**config.mk**
```make
export PLATFORM = sky130hd
export DESIGN_NAME = fetch_unit
export DESIGN_NICKNAME = d
export VERILOG_FILES = /design/src/rtl/fetch_unit_pkg.sv /design/src/rtl/fetch_unit.sv
export SDC_FILE = /design/constraint.sdc
export NUM_CORES = 1
export LEC_CHECK = 0
export CAP_MARGIN = 40
export CORE_MARGIN = 1.5
export CORE_UTILIZATION = 44
export CTS_CLUSTER_SIZE = 40
export DETAILED_ROUTE_END_ITERATION = 7
export PLACE_DENSITY = 0.74
export REMOVE_ABC_BUFFERS = 1
export SYNTH_ARGS = -nofsm -noshare
export SYNTH_HDL_FRONTEND = slang
export SYNTH_SLANG_ARGS = --single-unit
```
**constraint.sdc**
```tcl
create_clock -name clk -period 2.1 [get_ports clk]
set_clock_uncertainty 0.05 [all_clocks]
set_input_delay 0.21 -clock clk [delete_from_list [all_inputs] [get_ports clk]]
set_output_delay 0.21 -clock clk [all_outputs]
set_load 0.1 [all_outputs]
```
**src/rtl/fetch_unit_pkg.sv**
```systemverilog
// Shared types and constants for the instruction fetch unit.
package fetch_unit_pkg;

  localparam int unsigned XLEN = 32;

  // PC increment between sequential instructions
  localparam logic [XLEN-1:0] PC_INC = 32'd4;

  // Canonical NOP encoding (addi x0, x0, 0)
  localparam logic [XLEN-1:0] NOP_INST = 32'h0000_0013;

  typedef enum logic [1:0] {
    ST_IDLE,
    ST_REQ,
    ST_HOLD,
    ST_DISCARD
  } state_t;

endpackage

```
**src/rtl/fetch_unit.sv**
```systemverilog
// Instruction fetch unit: one outstanding imem read, presents the fetched
// instruction until IF/ID accepts it, and squashes in-flight reads on redirect.
module fetch_unit
  import fetch_unit_pkg::*;
#(
  parameter logic [XLEN-1:0] RESET_PC = 32'h0000_0000
) (
  input  logic            clk,
  input  logic            rst,
  input  logic            stall,
  input  logic            redirect,
  input  logic [XLEN-1:0] redirect_pc,
  output logic            imem_req,
  output logic [XLEN-1:0] imem_addr,
  input  logic            imem_ready,
  input  logic [XLEN-1:0] imem_rdata,
  output logic [XLEN-1:0] pcF,
  output logic [XLEN-1:0] pc4F,
  output logic [XLEN-1:0] InstF,
  output logic            fetch_valid
);

  state_t          state, state_d;
  logic [XLEN-1:0] pc, pc_d;
  logic [XLEN-1:0] req_addr_d;
  logic [XLEN-1:0] pcf_d, pc4f_d, inst_d;
  logic            valid_d;
  logic            imem_req_d;
  logic [XLEN-1:0] pc_sum;
  logic [XLEN-1:0] redirect_addr;

  // Single incrementer feeding both the next pc and pc4F
  assign pc_sum        = imem_addr + PC_INC;
  assign redirect_addr = redirect_pc & ~(XLEN'(3));

  // Next-state and next-output logic
  always_comb begin
    state_d    = state;
    pc_d       = pc;
    req_addr_d = imem_addr;
    pcf_d      = pcF;
    pc4f_d     = pc4F;
    inst_d     = InstF;
    valid_d    = fetch_valid;

    if (redirect) begin
      pc_d    = redirect_addr;
      valid_d = 1'b0;
      unique case (state)
        ST_IDLE, ST_HOLD:   state_d = ST_REQ;
        ST_REQ, ST_DISCARD: state_d = imem_ready ? ST_REQ : ST_DISCARD;
        default:            state_d = ST_IDLE;
      endcase
    end else begin
      unique case (state)
        ST_IDLE: state_d = ST_REQ;
        ST_REQ: begin
          if (imem_ready) begin
            inst_d  = imem_rdata;
            pcf_d   = imem_addr;
            pc4f_d  = pc_sum;
            pc_d    = pc_sum;
            valid_d = 1'b1;
            state_d = ST_HOLD;
          end
        end
        ST_HOLD: begin
          if (!stall) begin
            valid_d = 1'b0;
            state_d = ST_REQ;
          end
        end
        ST_DISCARD: begin
          if (imem_ready) state_d = ST_REQ;
        end
        default: state_d = ST_IDLE;
      endcase
    end

    // A new request address is latched on every entry into REQ
    if ((state_d == ST_REQ) && ((state != ST_REQ) || redirect)) begin
      req_addr_d = pc_d;
    end

    imem_req_d = (state_d == ST_REQ) || (state_d == ST_DISCARD);
  end

  // State and output registers
  always_ff @(posedge clk or negedge rst) begin
    if (!rst) begin
      state       <= ST_IDLE;
      pc          <= RESET_PC;
      imem_addr   <= '0;
      imem_req    <= 1'b0;
      pcF         <= '0;
      pc4F        <= '0;
      InstF       <= '0;
      fetch_valid <= 1'b0;
    end else begin
      state       <= state_d;
      pc          <= pc_d;
      imem_addr   <= req_addr_d;
      imem_req    <= imem_req_d;
      pcF         <= pcf_d;
      pc4F        <= pc4f_d;
      InstF       <= inst_d;
      fetch_valid <= valid_d;
    end
  end

endmodule

```
Word level (Yosys, flattened, before mapping)
Index checks and enable logic that the tools add are counted.
{"block": "classes", "n_lt_le_gt_ge": 0, "reduce_logical": 9, "n_eq_ne": 8, "n_addsub": 1, "n_div": 0, "mux": 14, "multipliers": 0, "shift": 0, "n_bitwise": 1}
{"cell": "$mux W32", "n": 3}
{"cell": "$add A32 B3 Y32 const B", "n": 1}
{"cell": "$mux W2", "n": 5}
{"cell": "$pmux W2 S4", "n": 1}
{"cell": "$eq A2 B2 Y1 const B", "n": 3}
{"cell": "$ne A3 B3 Y1 const B", "n": 2}
{"cell": "$reduce_and A3 Y1", "n": 2}
{"cell": "$eq A2 B1 Y1 const B", "n": 2}
{"cell": "$pmux W2 S2", "n": 1}
{"cell": "$reduce_or A2 Y1", "n": 2}
{"cell": "$mux W1", "n": 3}
{"cell": "$reduce_bool A3 Y1", "n": 1}
{"cell": "$logic_not A2 Y1", "n": 1}
{"cell": "$logic_or A1 B1 Y1", "n": 2}
{"cell": "$ne A2 B1 Y1 const B", "n": 1}
{"cell": "$pmux W1 S2", "n": 1}
{"cell": "$logic_and A1 B1 Y1", "n": 1}
{"cell": "$not A1 Y1", "n": 1}
{"block": "word_totals", "regBits": 164, "latchBits": 0, "ram_bits": 0, "in_bits": 69, "romBits": 0, "n_memories": 0, "out_inout_bits": 130, "elab_cells": 41}

Depth between registers and ports, before layout
{"block": "logic_depth", "depth_word": 6, "depth_mapped": 8, "mapped_depth_nobuf": 6}

Least setup slack after synthesis
No wires, ideal clock.
{"block": "synth_path", "path_kind": "register to register", "start": "register imem_addr[4]", "end": "register pc4F[27]", "arrival_time_ps": 2654, "n_path_buf": 2, "stages_incl_launch_ff": 8, "path_slack_ps": -728, "setup_time_ps": 123, "cell_sequence": "dfrtp_1 -> buf_2 -> nand4_1 -> or4_1 -> buf_2 -> nor4_4 -> mux2i_1 -> nor2_1"}
{"block": "synth_between", "elab_chain_len": 1}
{"item": "from (decl)", "line_no": "fetch_unit.sv:14", "text": "output logic [XLEN-1:0] imem_addr,"}
{"item": "from (signal assigned)", "line_no": "fetch_unit.sv:102", "text": "imem_addr <= req_addr_d;"}
{"item": "$add A32 B3 Y32", "line_no": "fetch_unit.sv:33", "text": "assign pc_sum = imem_addr + PC_INC;"}
{"item": "to (signal assigned)", "line_no": "fetch_unit.sv:105", "text": "pc4F <= pc4f_d;"}
{"item": "to (decl)", "line_no": "fetch_unit.sv:18", "text": "output logic [XLEN-1:0] pc4F,"}
Every way passes these cells.
A chain may end at the register's enable or synchronous reset.

Worst setup path after layout
Ends and elaborated chain as after synthesis.

==> flow_summary.json <==
{
  "outcome": "finished clean",
  "syn_to_final_growth_pct": 40.8,
  "syn_avg_cell_area_sq_um": 9.05,
  "die_w_um": 130,
  "period_share_pct": 95.4,
  "required_ns": 2.35,
  "clockRootBuffer": "clkbuf_16",
  "hold_violations": 0,
  "initial_utilization_pct": 45.0,
  "synth_ff_type": "dfrtp_1",
  "p_leak_nw": 4.79,
  "power.total_w": 0.0178,
  "synth_edf_count": 0,
  "syn_area_sq_um": 7130,
  "setup.worst_path.start": "imem_addr[4]",
  "rr_worst_depth": 6,
  "wirelength_um": 19600,
  "grt_use_total_pct": 23.8,
  "synth.most_common_cell": "nand2_1",
  "synth.distinct_cells": 57,
  "rsz0062_at_grt": "false",
  "postLayoutSetupSlackWorst_ns": 0.0957,
  "critPathMaxFanout": 10,
  "cts_buffers": 17,
  "crit_arrival_ns": 2.25,
  "ant_nets": 0,
  "rows": 46,
  "reg2reg_slack_ns": 0.1,
  "cp-start-kind": "register",
  "worst_path_largest_cell_delay_ns": 0.54,
  "r2r_end": "pc4F[27]",
  "ys_seq_elements": 161,
  "ios": 199,
  "clk_latency_ns": 0.42,
  "slew_violations": 0,
  "finalSetupViolCount": 0,
  "peakVddDrop_mv": 1.49,
  "max_slew_margin_pct": 60.8,
  "post_drt_wl_per_cell_um": 15.8,
  "crit_buf_inv": 1,
  "hpwlAfterDp_um": 13900,
  "fin_crit_ns": 2.00,
  "dr.pass1.iters": 4,
  "fmax_ghz": 0.499,
  "cts-htree-levels": 4,
  "yosysSeqAreaShare_pct": 56.5,
  "num_vias": 6374,
  "place.gp.congestion": 0.812,
  "async_flop_share_pct": 100,
  "cp_top_family": "simple AND/OR/NAND/NOR gates",
  "netlist_instances": 787,
  "cts.clk_slew.worst_paths_ns": 0.06,
  "portBuffers": 196,
  "grt_pass1_vias": 6202,
  "cts_num_sinks": 161,
  "cp_cell_sequence": "nand4_1 -> or4_4 -> buf_6 -> nor4_4 -> mux2i_2 -> nor2_1",
  "grt_pass1_wl_um": 31200,
  "critPathKind": "reg -> reg",
  "diodes": 0,
  "slowest_stage": "or4_4",
  "ys_top_cells_by_count": "271 x nand2_1, 161 x dfrtp_1, 60 x o21ai_0",
  "dieArea_sq_um": 17000,
  "hp-class": "in -> reg",
  "cts_tree": "yes",
  "clock_path_buffers": 2,
  "nNetsFinal": 1081,
  "synth_top_area_share_pct": 56.5,
  "dieHeight_um": 130,
  "critical_path_depth": 6,
  "drt_iter0_markers": 280,
  "synth_area_leaders": "dfrtp_1 57%, nand2_1 14%, o21ai_0 4.2%",
  "grt_max_degree": 59,
  "core_region_area_sq_um": 15800,
  "antenna_found_initial": 0,
  "worst_setup_path_end_kind": "register",
  "grt_overflow": 0,
  "drc_errors": 0,
  "r2r-start": "imem_addr[4]",
  "drive_gt1_share_pct": 23.7,
  "synth_warnings": 0,
  "critPathCapture": "pc4F[27]",
  "pwr_density_cell_nw_per_um2": 1770,
  "pre_cts_slack_ns": 0.0496,
  "yosys.area.top_type": "dfrtp_1",
  "worst_pin_slew_ns": 0.588,
  "max_cap_viol_count": 0,
  "viasPerCell": 5.15
}
where the power goes:
part,internal (W),leakage (nW),switching (W)
combinational,0.00204,2.54,0.00803
sequential,0.00405,1.97,0.000539
clock,0.00193,0.288,0.00119
metrics by stage:
| stage | std cells | hold WS (ns) | TNS (ns) | utilization (%) | area [sq um] |
|---|---|---|---|---|---|
| finish | 1238 | 0.200 | 0 | 63.4 | 10000 |
| global route | 1238 | 0.213 | 0 | 63.4 | 10000 |
| CTS | 1238 | 0.191 | 0 | 63.3 | 10000 |
| detailed placement | 1207 | 0.184 | 0 | 59.5 | 9410 |
| global placement | 1207 | 0.185 | 0 | 59.5 | 9410 |
| floorplan | 731 | -0.136 | -312.36 | - | 6890 |
layout by cell type (no fill, tap or decap), types with 4 or more instances in the layout:
cell,n
a211oi_1,4
a21oi_1,20
a31oi_1,6
and3_1,8
and4_1,4
buf_12,9
buf_4,184
clkbuf_16,17
clkbuf_8,6
clkdlybuf4s50_1,64
dfrtp_1,161
inv_1,7
mux2_2,4
mux2i_1,12
nand2_1,270
nand3_1,17
nand4_1,8
nor2_1,48
nor3_1,7
o21ai_0,60
or3_1,18
xnor2_1,11
xor2_1,9
layer usage:
metal	GRT usage (%)	part of all wire, %
met5	0	0
met1	32.2	46
met4	8.56	1.8
met2	38.5	46
met3	4.43	6.1
worst min-delay path: stages:
cell and delay (ns):
buf_2 0.16, inv_1 0.17, nand2_1 0.09
how the worst min path moves through the flow:
stage	slack, ns	endpoint	depth (start not counted)	start
2_1_floorplan	-0.14	InstF[0]	0	rst
3_3_place_gp	0.18	InstF[30]	1	rst
3_5_place_dp	0.18	InstF[30]	1	rst
4_1_cts	0.19	state[0]	3	redirect
5_1_grt	0.21	state[0]	3	redirect
6_report	0.20	state[0]	3	redirect
logic make-up after synthesis:
logic type | after synthesis | share of synthesized area, %
compound gates | 120 | 10.0
xor+xnor | 20 | 2.46
fa+ha+maj | 1 | 0.176
buf+inv | 63 | 3.62
flops | 161 | 56.5
mux | 17 | 2.46
simple gates | 405 | 24.7
state kept, by name, summed over array words and instances, names as in the netlist:
name and cells:
pc4F 30, pc 32, pcF 32, state 2, imem_addr 32, fetch_valid 1
InstF 32
what timing repair did:
action	CTS	global route
hold endpoints to repair	53	0
gates resized for setup	0	5
hold buffers	1	0
endpoints found under the setup margin	0	9
setup buffers	0	0
cell type report:
class	count	area (sq um)
clock buffers	26	519
clock inverters	4	72.6
fillers	1357	5790
inverters	7	26.3
multi-input cells	563	2880
flip-flops and latches	161	4030
well taps	216	270
repair buffers	261	2240
Note: power is estimated with default switching activity, not from simulation.
